File: src/rtl/pulse_train_gen.sv
// Pulse train generator: emits a burst of num_pulses clock-aligned pulses with
// programmable high and low widths, reporting busy/done/progress to a controller.
module pulse_train_gen #(
    parameter int unsigned CNT_W = 8
) (
    input  logic             clk,
    input  logic             rst,
    input  logic             start,
    input  logic             abort,
    input  logic [CNT_W-1:0] num_pulses,
    input  logic [CNT_W-1:0] high_cycles,
    input  logic [CNT_W-1:0] low_cycles,
    output logic             pulse_out,
    output logic             busy,
    output logic             done,
    output logic [CNT_W-1:0] pulses_sent
);

    typedef enum logic [1:0] {
        S_IDLE = 2'd0,
        S_HIGH = 2'd1,
        S_LOW  = 2'd2,
        S_DONE = 2'd3
    } state_e;

    state_e state_q, state_d;

    // Latched burst configuration (widths already clamped to a minimum of 1)
    logic [CNT_W-1:0] num_q,  num_d;
    logic [CNT_W-1:0] high_q, high_d;
    logic [CNT_W-1:0] low_q,  low_d;

    // Cycles already spent in the current HIGH/LOW phase
    logic [CNT_W-1:0] phase_cnt_q, phase_cnt_d;
    logic [CNT_W-1:0] pulses_sent_q, pulses_sent_d;

    logic pulse_out_q, pulse_out_d;
    logic busy_q,      busy_d;
    logic done_q,      done_d;

    // Decode helpers
    logic             accept_c;
    logic             abort_c;
    logic [CNT_W-1:0] phase_next_c;
    logic [CNT_W-1:0] pulses_next_c;
    logic             high_end_c;
    logic             low_end_c;
    logic             last_pulse_c;
    logic [CNT_W-1:0] high_eff_c;
    logic [CNT_W-1:0] low_eff_c;

    // Phase-end and acceptance decode shared by the FSM and the datapath
    always_comb begin
        accept_c      = (state_q == S_IDLE) && start;
        abort_c       = (state_q != S_IDLE) && abort;
        phase_next_c  = phase_cnt_q + CNT_W'(1);
        pulses_next_c = pulses_sent_q + CNT_W'(1);
        high_end_c    = (phase_next_c == high_q);
        low_end_c     = (phase_next_c == low_q);
        last_pulse_c  = (pulses_next_c == num_q);
        high_eff_c    = (high_cycles == '0) ? CNT_W'(1) : high_cycles;
        low_eff_c     = (low_cycles  == '0) ? CNT_W'(1) : low_cycles;
    end

    // State register
    always_ff @(posedge clk) begin
        if (!rst) begin
            state_q <= S_IDLE;
        end else begin
            state_q <= state_d;
        end
    end

    // Next-state logic; abort returns to IDLE from any non-idle state
    always_comb begin
        state_d = state_q;
        case (state_q)
            S_IDLE: begin
                if (start) begin
                    state_d = (num_pulses == '0) ? S_DONE : S_HIGH;
                end
            end
            S_HIGH: begin
                if (abort) begin
                    state_d = S_IDLE;
                end else if (high_end_c) begin
                    state_d = last_pulse_c ? S_DONE : S_LOW;
                end
            end
            S_LOW: begin
                if (abort) begin
                    state_d = S_IDLE;
                end else if (low_end_c) begin
                    state_d = S_HIGH;
                end
            end
            S_DONE: begin
                state_d = S_IDLE;
            end
            default: begin
                state_d = S_IDLE;
            end
        endcase
    end

    // Output logic: outputs are registered copies of what the next state implies
    always_comb begin
        pulse_out_d = (state_d == S_HIGH);
        busy_d      = (state_d != S_IDLE);
        done_d      = (state_d == S_DONE);
    end

    // Datapath next values: config latch, phase counter, pulse counter
    always_comb begin
        num_d         = num_q;
        high_d        = high_q;
        low_d         = low_q;
        phase_cnt_d   = phase_cnt_q;
        pulses_sent_d = pulses_sent_q;

        if (accept_c) begin
            num_d         = num_pulses;
            high_d        = high_eff_c;
            low_d         = low_eff_c;
            phase_cnt_d   = '0;
            pulses_sent_d = '0;
        end else if (abort_c) begin
            // Progress count is kept for the controller to read back
            phase_cnt_d = '0;
        end else begin
            case (state_q)
                S_HIGH: begin
                    if (high_end_c) begin
                        phase_cnt_d   = '0;
                        pulses_sent_d = pulses_next_c;
                    end else begin
                        phase_cnt_d = phase_next_c;
                    end
                end
                S_LOW: begin
                    phase_cnt_d = low_end_c ? '0 : phase_next_c;
                end
                default: begin
                    phase_cnt_d = '0;
                end
            endcase
        end
    end

    // Datapath and output registers
    always_ff @(posedge clk) begin
        if (!rst) begin
            num_q         <= '0;
            high_q        <= '0;
            low_q         <= '0;
            phase_cnt_q   <= '0;
            pulses_sent_q <= '0;
            pulse_out_q   <= 1'b0;
            busy_q        <= 1'b0;
            done_q        <= 1'b0;
        end else begin
            num_q         <= num_d;
            high_q        <= high_d;
            low_q         <= low_d;
            phase_cnt_q   <= phase_cnt_d;
            pulses_sent_q <= pulses_sent_d;
            pulse_out_q   <= pulse_out_d;
            busy_q        <= busy_d;
            done_q        <= done_d;
        end
    end

    assign pulse_out   = pulse_out_q;
    assign busy        = busy_q;
    assign done        = done_q;
    assign pulses_sent = pulses_sent_q;

endmodule

File: config.mk
export PLATFORM = sky130hd
export DESIGN_NAME = pulse_train_gen
export DESIGN_NICKNAME = d
export VERILOG_FILES = /design/src/rtl/pulse_train_gen.sv
export SDC_FILE = /design/constraint.sdc
export NUM_CORES = 1
export LEC_CHECK = 0
export ABC_AREA = 1
export BUFFER_PORTS_ARGS = -buffer_cell sky130_fd_sc_hd__buf_2
export CORE_ASPECT_RATIO = 0.9
export CORE_MARGIN = 4
export CORE_UTILIZATION = 60
export CTS_CLUSTER_DIAMETER = 100
export DETAILED_ROUTE_END_ITERATION = 10
export GPL_TIMING_DRIVEN = 0
export PLACE_DENSITY = 0.82
export SYNTH_ARGS = -nofsm -noshare
export SYNTH_HDL_FRONTEND = slang
export SYNTH_SLANG_ARGS = --single-unit
File: constraint.sdc
create_clock -name clk -period 3.6 [get_ports clk]
set_clock_uncertainty 0.1 [all_clocks]
set_input_delay 0.72 -clock clk [delete_from_list [all_inputs] [get_ports clk]]
set_output_delay 0.72 -clock clk [all_outputs]
set_load 0.02 [all_outputs]
==> flow_summary_export.csv, run 1 <==
group,metric,value,unit
outcome,status,"finished clean",
cts,cts_hold_buf,0,
setup_path,cp_common_cell,"inv_1",
cells_and_area,fin_nets,427,
cts,cts_root_buf,"clkbuf_8",
cts,postCtsSetupBuffers,0,
placed_design,gp_congestion,0.845,
setup_path,timing.rr.end,"phase_cnt_q[7]",
floorplanning,dieHeight,67.5,um
cells_and_area,n_antenna_cell,0,
timing,max_freq,420,MHz
floorplanning,start_util,62.8,%
timing,hold_viol,0,
detailed_routing,drtIter0Drc,157,
floorplanning,die_w,74.1,um
setup_path,cp.arrival,2500,ps
global_route,grt_max_degree,14,
detailed_routing,drt.antenna.violating_nets,0,
yosys,synth-seq-area-share,38.2,%
cts,clk_pin_slew_worst_paths,80,ps
timing,maxSlewViolCount,0,
timing,holdWs,376,ps
timing,fin_tns_setup,0,ps
setup_path,reg2regPathDepth,7,
job,cap_violations,0,
cells_and_area,fillCellCount,302,
floorplanning,dieArea,5000,um^2
cts,clock-sinks,45,
yosys,avgSynthCellArea,6.77,um^2
timing,setup_viol,0,
cts,cts_tree,"yes",
yosys,yosys_register_bits,45,
hold_path,worstHoldPathCells,2,
yosys,yosysWarnings,0,
detailed_routing,firstDrtPassIters,4,
setup_path,crit_buf_inv,2,
hold_path,min-delay-path-class,"reg2reg",
yosys,synthCells,349,
detailed_routing,remaining_drc_errors,0,
power_and_ir_drop,p_clk_share,33.4,%
cells_and_area,layout-drive-gt1-share,15.4,%
cells_and_area,syn_to_final_growth,14.8,%
power_and_ir_drop,combinationalPowerShare,13.5,%
power_and_ir_drop,p_switching,268,uW
hold_path,min_from,"num_q[4]",
power_and_ir_drop,p_leak,0.00123,uW
cts,clockBufferDepth,2,
setup_path,required,3720,ps
cts,insertion_delay,290,ps
setup_path,startpoint_type,"flop",
cts,cts.htree.levels,2,
detailed_routing,routed_wl,5.55,mm
timing,fin_crit_sh,66.1,%
timing,relSlewSlack,58.2,%
global_route,antenna_found_initial,0,
power_and_ir_drop,power.share.sequential,53.1,%
setup_path,cp_num_cells,7,
floorplanning,fp-row-count,21,
floorplanning,core_area,3760,um^2
placed_design,io_buffers,38,
setup_path,cp_top_family,"simple AND/OR/NAND/NOR gates",
setup_path,path_cells,"inv_1, ha_1, nand2_1, inv_1, nor2_1, nand4_2, a21oi_1",
setup_path,worstSetupEndpointType,"flop",
global_route,grt_pass1_wl,9.10,mm
cts,cts_buffers,5,
timing,fin_crit,2380,ps
setup_path,reg2reg_slack,1220,ps
power_and_ir_drop,powerDensity,376,nW/um^2
cells_and_area,final_common_cell,"nand2_1",
floorplanning,ios,39,
timing,worst_pin_slew,625,ps
setup_path,crit_fanout,10,
yosys,syn-num-nets,382,
global_route,grt_usage,24.0,%
placed_design,dp_hpwl,4.20,mm
global_route,globalRouteOverflowTotal,0,
power_and_ir_drop,ir_drop,325,uV
detailed_routing,via_per_inst,5.24,
cells_and_area,final_cell_mix,"74 x nand2_1, 53 x nor2_1, 45 x dfxtp_1, 39 x inv_1, 38 x buf_2",
yosys,synth.distinct_cells,27,
setup_path,critPathKind,"reg2reg",
power_and_ir_drop,p_int,751,uW
cts,cts-resized-gates,0,
setup_path,slowest_delay,500,ps
power_and_ir_drop,switching_share,26.3,%
global_route,grt_pass1_vias,2036,
hold_path,hold_end,"num_q[4]",
timing,rsz0062_at_grt,"false",
detailed_routing,wl_per_cell,12.6,um
detailed_routing,routed-via-count,2312,
setup_path,timing.rr.start,"state_q[0]",
yosys,netlist_area,2360,um^2
setup_path,cp_slowest_cell,"nor2_1",
-- per-stage QoR --
step / total power (uW) / utilization (%) / instance area (um^2) / std cells / worst slack (ps)
after floorplan: 639 / - / 2360 / 349 / 1590
after global placement: 683 / 69.4 / 2610 / 433 / 1190
after detailed placement: 686 / 69.4 / 2610 / 433 / 1180
after CTS: 1020 / 72.1 / 2710 / 441 / 1260
after global routing: 1060 / 72.1 / 2710 / 441 / 971
final: 1020 / 72.1 / 2710 / 441 / 1220
-- registers in the layout, summed over array words and instances, names as in the netlist --
name / count
high_q: 8
pulse_out: 1
num_q: 8
state_q: 2
phase_cnt_q: 8
pulses_sent: 8
done: 1
busy: 1
low_q: 8
-- tightest hold or removal path: cells and delay by family (launching register included) --
| kind | cells | cell delay (ps) |
|---|---|---|
| compound gates | 1 | 60 |
| flops | 1 | 320 |
| buf+inv | 1 | 60 |
-- cells in the mapped netlist (all sizes together) --
library cell | instances | share of area, %
nand2 | 80 | 14
nor2 | 58 | 10
dfxtp | 45 | 38
inv | 39 | 6.2
o21ai | 36 | 7.6
nand3 | 34 | 7.6
a21oi | 20 | 4.2
clkbuf | 5 | 0.79
ha | 5 | 2.6
xor2 | 5 | 1.9
nand3b | 4 | 1.3
nor4 | 4 | 1.1
xnor2 | 4 | 1.5
a211oi | 2 | 0.64
a21boi | 2 | 0.64
nor3 | 2 | 0.42
buf | 1 | 0.16
clkinv | 1 | 0.37
nand4 | 1 | 0.53
o21bai | 1 | 0.32
-- routing by layer --
layer	share of wire [%]	up-vias	global-route usage, %	routed length, um
met3	7.4	4	5.36	408
li1	-	1218	-	-
met5	0	-	0	0
met2	44	60	38.9	2460
met1	48	1030	32.4	2640
met4	0.63	0	5.88	35
-- power groups by stage --
stage / clock, uW / sequential [uW] / combinational (uW)
after global placement: 0 / 551 / 132
after CTS: 346 / 540 / 136
after detailed placement: 0 / 552 / 135
final: 340 / 541 / 137
after global routing: 368 / 543 / 154
after floorplan: 0 / 551 / 87.3
-- cells by family after synthesis --
| logic type | count (synthesis) | share of synthesized area, % |
|---|---|---|
| XOR/XNOR | 9 | 3.34 |
| adder cells (fa/ha/maj) | 5 | 2.65 |
| buffers and inverters | 46 | 7.53 |
| AO/OA/AOI/OAI | 61 | 13.5 |
| flip-flops | 45 | 38.2 |
| AND/OR/NAND/NOR | 183 | 34.9 |
-- worst max path at each step --
stage	startpoint	end
after floorplan	pulses_sent[0]	pulse_out
after global placement	start	phase_cnt_q[7]
after detailed placement	start	phase_cnt_q[5]
after CTS	state_q[0]	phase_cnt_q[5]
after global routing	state_q[0]	phase_cnt_q[7]
final	state_q[0]	phase_cnt_q[7]
-- cell type report --
type | count | area, um^2 | share of cell area (%)
Multi-Input combinational cell | 258 | 1280 | 47.3
Inverter | 40 | 155 | 5.72
Timing Repair Buffer | 38 | 190 | 7.02
Buffer | 6 | 22.5 | 0.831
Clock buffer | 7 | 96.3 | 3.55
Sequential cell | 45 | 901 | 33.2
Tap cell | 46 | 57.6 | 2.12
Clock inverter | 1 | 5.00 | 0.185
Note: power is estimated with default switching activity, not from simulation.
==> inputs of run 2 (changes only) <==
--- a/config.mk
+++ b/config.mk
@@ -5,15 +5,15 @@
 export SDC_FILE = /design/constraint.sdc
 export NUM_CORES = 1
 export LEC_CHECK = 0
-export ABC_AREA = 1
+export ABC_AREA = 0
 export BUFFER_PORTS_ARGS = -buffer_cell sky130_fd_sc_hd__buf_2
 export CORE_ASPECT_RATIO = 0.9
 export CORE_MARGIN = 4
-export CORE_UTILIZATION = 60
+export CORE_UTILIZATION = 51
 export CTS_CLUSTER_DIAMETER = 100
 export DETAILED_ROUTE_END_ITERATION = 10
 export GPL_TIMING_DRIVEN = 0
-export PLACE_DENSITY = 0.82
+export PLACE_DENSITY = 0.74
 export SYNTH_ARGS = -nofsm -noshare
 export SYNTH_HDL_FRONTEND = slang
 export SYNTH_SLANG_ARGS = --single-unit
==> constraint.sdc (replaced) <==
create_clock -name clk -period 2.15 [get_ports clk]
set_clock_uncertainty 0.1 [all_clocks]
set_input_delay 0.43 -clock clk [delete_from_list [all_inputs] [get_ports clk]]
set_output_delay 0.43 -clock clk [all_outputs]
set_load 0.02 [all_outputs]
==> run 2 against run 1 <==
Synthesized area up 6.5%. Critical endpoint is now pulses_sent[6]. Worst setup slack worse by 1600 ps. Non-clock buffer count up 21. Worst hold slack worse by 120 ps. Global-route usage down 1.6 points. Register-to-register slack worse by 1600 ps. Critical path type unchanged. The run now ends with setup timing left.
==> flow_summary_export.csv, run 2 <==
group,metric,value,unit
cts,cts_buffers,5,
yosys,synth_ff_type,"dfxtp_1",
yosys,synth.area.top_cells,"dfxtp_1 36%, nand2_1 8.5%, xnor2_1 8.4%, a21oi_1 7.6%, xor2_1 3.5%",
cells_and_area,n_antenna_cell,0,
yosys,avgSynthCellArea,8.11,um^2
job,cap_violations,0,
cts,cts_root_buf,"clkbuf_8",
cts,clock-sinks,45,
setup_path,reg2regPathDepth,9,
global_route,grt_pass1_wl,10.5,mm
yosys,synthCells,310,
floorplanning,core_area,4600,um^2
setup_path,required,2250,ps
floorplanning,dieArea,6120,um^2
setup_path,worstSetupEndpointType,"flop",
cells_and_area,syn_to_final_growth,31.1,%
cts,clk_pin_slew_worst_paths,90,ps
yosys,synth.distinct_cells,56,
setup_path,crit_fanout,6,
floorplanning,dieHeight,74.6,um
placed_design,dp_slack,-436,ps
yosys,synth_top_area_share,35.8,%
yosys,yosys_register_bits,45,
power_and_ir_drop,p_leak,0.00124,uW
power_and_ir_drop,powerDensity,629,nW/um^2
placed_design,gp_congestion,0.834,
power_and_ir_drop,ir_drop,378,uV
detailed_routing,routed-via-count,2370,
yosys,syn-num-nets,343,
detailed_routing,drtIter0Drc,146,
outcome,violations,"setup timing",
hold_path,hold_end,"num_q[3]",
global_route,antenna_found_initial,0,
yosys,async_flop_share,0,%
timing,worst_pin_slew,829,ps
placed_design,dp_hpwl,4.67,mm
timing,fin_ws,-352,ps
global_route,grt_usage,22.4,%
timing,max_freq,400,MHz
setup_path,critPathKind,"reg2reg",
cells_and_area,final_core_util,71.5,%
setup_path,timing.rr.end,"pulses_sent[6]",
yosys,netlist_area,2510,um^2
timing,rsz0062_at_grt,"true",
placed_design,dpl_cell_area,2920,um^2
floorplanning,start_util,54.6,%
yosys,synth_edf_count,0,
yosys,yosysMostFrequentCell,"nand2_1",
power_and_ir_drop,power.total,2070,uW
yosys,synthTopCellsByCount,"57 x nand2_1, 45 x dfxtp_1, 38 x a21oi_1",
detailed_routing,wl_per_cell,14.9,um
detailed_routing,routed_wl,6.43,mm
timing,setup_viol,21,
cts,cts.htree.levels,2,
cells_and_area,final_cell_mix,"56 x nand2_1, 39 x dfxtp_1, 38 x a21oi_1, 38 x buf_2, 21 x xnor2_1",
detailed_routing,firstDrtPassIters,4,
setup_path,timing.rr.start,"phase_cnt_q[1]",
hold_path,min_from,"num_pulses[3]",
timing,fin_crit_sh,116,%
cts,clockBufferDepth,2,
yosys,synth_top_area_cell,"dfxtp_1",
yosys,synth-seq-area-share,35.8,%
detailed_routing,drt.antenna.violating_nets,0,
global_route,globalRouteOverflowTotal,0,
setup_path,startpoint_type,"flop",
timing,fin_crit,2500,ps
detailed_routing,via_per_inst,5.49,
floorplanning,die_w,82,um
cts,cts_hold_buf,0,
cells_and_area,fin_area,3290,um^2
cts,insertion_delay,310,ps
global_route,grt_pass1_vias,2181,
floorplanning,fp-row-count,23,
timing,maxSlewViolCount,0,
setup_path,cp.arrival,2610,ps
placed_design,io_buffers,38,
timing,hold_viol,0,
cells_and_area,fin_nets,402,
outcome,status,"finished with violations",
yosys,yosysWarnings,0,
cells_and_area,final_common_cell,"nand2_1",
cts,cts_tree,"yes",
setup_path,reg2reg_slack,-350,ps
detailed_routing,remaining_drc_errors,0,
floorplanning,ios,39,
timing,holdWs,261,ps
cells_and_area,layout-drive-gt1-share,30.0,%
global_route,grt_max_degree,16,
hold_path,min-delay-path-class,"in2reg",
hold_path,worstHoldPathCells,3,
timing,relSlewSlack,44.8,%
[run 2: worst max-delay path by stage]
stage,from,end,slack (ps),cells past startpoint
2_1_floorplan,phase_cnt_q[1],pulse_out,-190,8
3_3_place_gp,phase_cnt_q[1],pulse_out,-440,8
3_5_place_dp,phase_cnt_q[1],pulse_out,-440,8
4_1_cts,phase_cnt_q[1],busy,-260,8
5_1_grt,phase_cnt_q[1],pulses_sent[6],-410,9
6_report,phase_cnt_q[1],pulses_sent[6],-350,9
[run 2: final cells by class]
class,count,area (um^2)
sequential,45,916
tap,62,77.6
inverter,13,48.8
fill,373,1310
clock inverter,3,21.3
clock buffer,5,68.8
timing repair buffer,53,327
buffer,12,82.6
multi-input combinational,239,1750
[run 2: metal layers]
| layer | wire (um) | up-vias | GRT usage, % |
|---|---|---|---|
| li1 | - | 1210 | - |
| met4 | 55 | 0 | 5.72 |
| met1 | 3260 | 1092 | 33.9 |
| met5 | 0 | - | 0 |
| met2 | 2760 | 62 | 32.8 |
| met3 | 356 | 6 | 3.75 |
[run 2: cells by family (layout without fill, tap and decap cells)]
kind of cell	count (synthesis)	after routing	synth area share, %
DFF	45	45	35.8
buffers and inverters	26	86	4.68
adders and majority gates	5	5	2.49
muxes	2	2	0.796
and+or+nand+nor	122	122	25.5
AOI/OAI and AO/OA	76	76	18.8
xor gates and xnor gates	34	34	11.8
[run 2: timing repair]
action                                 4_1_cts  5_1_grt
buffers inserted                            12        3
gates resized for setup                     13       22
setup endpoints to repair                   21       41
endpoints found under the hold margin        0        0
pin swaps                                   10       13
[run 2: critical path, cell delays in order (launching register included)]
cell and delay, ps:
dfxtp_4 380, ha_4 150, buf_4 120, nand3_4 80, or3_4 370, a311oi_4 320
o211ai_4 210, nor4_4 350, nand3_1 160, mux2i_1 140
[run 2: where the power goes]
part / total [uW] / internal (uW) / switching (uW)
logic: 561 / 231 / 330
registers: 956 / 897 / 59.5
clock network: 554 / 231 / 323
total: 2070 / 1360 / 712
[run 2: stage by stage]
step	std cells	TNS, ps
3_3_place_gp	410	-5680
5_1_grt	432	-6310
3_5_place_dp	410	-6290
2_1_floorplan	310	-1340
4_1_cts	430	-3730
6_report	432	-4380
==> inputs of run 3 (changes only) <==
--- a/config.mk
+++ b/config.mk
@@ -14,6 +14,7 @@
 export DETAILED_ROUTE_END_ITERATION = 10
 export GPL_TIMING_DRIVEN = 0
 export PLACE_DENSITY = 0.74
+export REMOVE_ABC_BUFFERS = 1
 export SYNTH_ARGS = -nofsm -noshare
 export SYNTH_HDL_FRONTEND = slang
 export SYNTH_SLANG_ARGS = --single-unit
==> run 3 against run 2 <==
The run still ends with setup timing left. Sequential share of layout area down 0.39 points. Non-clock buffer count down 1. Routed wire length up 10%. Cell area up 2.1%. First-iteration DRC count up 65%. Register-to-register slack better by 30 ps. Count of clock-buffer cells in the layout up 1. Worst hold slack better by 1.7 ps. Worst setup slack better by 27 ps. Critical path depth down 2.
==> flow_summary_export.csv, run 3 (synthesis results as in run 2) <==
group,metric,value,unit
detailed_routing,routed-via-count,2560,
placed_design,dp_hpwl,4.31,mm
power_and_ir_drop,powerDensity,652,nW/um^2
setup_path,worstSetupEndpointType,"flop",
cts,cts_tree,"yes",
setup_path,cp.arrival,2570,ps
cells_and_area,fin_nets,401,
floorplanning,fp-row-count,23,
global_route,grt_pass1_wl,10.9,mm
detailed_routing,drtIter0Drc,241,
cells_and_area,layout-drive-gt1-share,33.9,%
detailed_routing,wl_met1,3.05,mm
timing,hold_viol,0,
timing,worst_pin_slew,804,ps
setup_path,critPathKind,"reg2reg",
timing,max_freq,404,MHz
setup_path,reg2regPathDepth,7,
cts,clock-sinks,45,
placed_design,io_buffers,38,
cts,clockBufferDepth,2,
timing,fin_crit_sh,115,%
timing,fin_ws,-325,ps
setup_path,endpoint,"pulses_sent[6]",
detailed_routing,routed_wl,7.07,mm
timing,holdWs,263,ps
setup_path,timing.rr.end,"pulses_sent[6]",
timing,relSlewSlack,46.2,%
global_route,grt_pass1_vias,2348,
placed_design,gp_congestion,0.821,
setup_path,reg2reg_slack,-320,ps
global_route,grt_max_degree,28,
cts,cts.htree.levels,2,
power_and_ir_drop,p_switching,709,uW
power_and_ir_drop,power.total,2190,uW
timing,maxSlewViolCount,0,
cts,cts_root_buf,"clkbuf_8",
detailed_routing,wl_met3,547,um
power_and_ir_drop,ir_drop,451,uV
detailed_routing,wl_per_cell,16.4,um
detailed_routing,firstDrtPassIters,5,
cts,insertion_delay,310,ps
power_and_ir_drop,power.share.sequential,43.5,%
floorplanning,ios,39,
global_route,globalRouteOverflowTotal,0,
power_and_ir_drop,switching_share,32.3,%
setup_path,critPathLaunch,"phase_cnt_q[1]",
floorplanning,dieArea,6120,um^2
power_and_ir_drop,p_int,1480,uW
outcome,status,"finished with violations",
global_route,antenna_found_initial,0,
hold_path,min-delay-path-class,"in2reg",
cells_and_area,final_common_cell,"nand2_1",
detailed_routing,drt.antenna.violating_nets,0,
floorplanning,start_util,54.6,%
power_and_ir_drop,combinationalPowerShare,26.7,%
floorplanning,dieHeight,74.6,um
outcome,violations,"setup timing",
power_and_ir_drop,p_clk_share,29.8,%
floorplanning,core_area,4600,um^2
global_route,grt_usage,23.2,%
power_and_ir_drop,p_leak,0.00128,uW
setup_path,crit_fanout,5,
detailed_routing,via_per_inst,5.94,
setup_path,startpoint_type,"flop",
cts,clk_pin_slew_worst_paths,90,ps
setup_path,required,2250,ps
job,cap_violations,0,
cells_and_area,final_cell_mix,"56 x nand2_1, 38 x dfxtp_1, 38 x buf_2, 33 x a21oi_1, 22 x buf_4",
placed_design,dp_slack,-882,ps
cts,cts_buffers,5,
floorplanning,die_w,82,um
detailed_routing,dr_wl_met2,3.36,mm
cells_and_area,n_antenna_cell,0,
cells_and_area,syn_to_final_growth,33.8,%
setup_path,timing.rr.start,"phase_cnt_q[1]",
timing,rsz0062_at_grt,"true",
detailed_routing,routed.top_layer,"met4",
timing,setup_viol,21,
detailed_routing,remaining_drc_errors,0,
timing,fin_crit,2470,ps
cells_and_area,final_cells,431,
placed_design,dp.cells,397,
-- run 3: cell types whose count changed in the layout (fill, tap and decap cells not counted), moves of 2 or more --
| cell | change |
|---|---|
| clkbuf_2 | -2 |
| dfxtp_4 | +2 |
| nand3_2 | +2 |
| a21oi_1 | -5 |
| clkbuf_1 | -5 |
| a21oi_2 | +5 |
| buf_4 | +10 |
| buf_6 | -3 |
-- run 3: stage by stage --
step / instance area, um^2 / util [%] / TNS (ps)
final: 3360 / 73.1 / -5240
after global routing: 3360 / 73.1 / -6550
after CTS: 3160 / 68.6 / -4220
after detailed placement: 2710 / 58.9 / -16960
after global placement: 2710 / 58.9 / -16390
after floorplan: 2440 / - / -8270
-- run 3: routing by layer --
metal	vias to the layer above	GRT usage (%)
met2	117	37.0
met5	-	0
met4	0	5.90
met1	1216	31.8
li1	1207	-
met3	20	5.21
-- run 3: critical path: stages (launching register included) --
cell     delay (ps)
dfxtp_4         390
nand4_4         150
or3_4           400
and3_4          160
or4_4           540
nor4_4          330
nand3_1         150
mux2i_1         150
-- run 3: layout make-up --
type / count / area [um^2]
well taps: 62 / 77.6
repair buffers: 64 / 418
clock inverters: 2 / 38.8
flip-flops and latches: 45 / 922
inverters: 13 / 50.0
multi-input cells: 239 / 1790
clock buffers: 6 / 72.6
fillers: 357 / 1240
-- run 3: power by group through the flow --
stage	clock network (uW)	logic, uW	registers, uW
after global placement	0	413	972
after detailed placement	0	421	975
after floorplan	0	294	973
after global routing	696	636	961
final	653	585	954
after CTS	654	500	949
-- run 3: worst min path at each step --
stage                  start         to  depth (start not counted)
2_1_floorplan      high_q[2]  high_q[2]                          2
5_1_grt        num_pulses[1]   num_q[1]                          3
4_1_cts        num_pulses[2]   num_q[2]                          3
6_report       num_pulses[7]   num_q[7]                          3
3_5_place_dp        low_q[6]   low_q[6]                          2
3_3_place_gp       high_q[4]  high_q[4]                          2
-- run 3: timing repair --
action | in CTS | in global routing
pin swaps | 30 | 15
buffers inserted | 15 | 11
resized for setup | 47 | 21
hold buffers | 0 | 0
endpoints found under the setup margin | 21 | 21
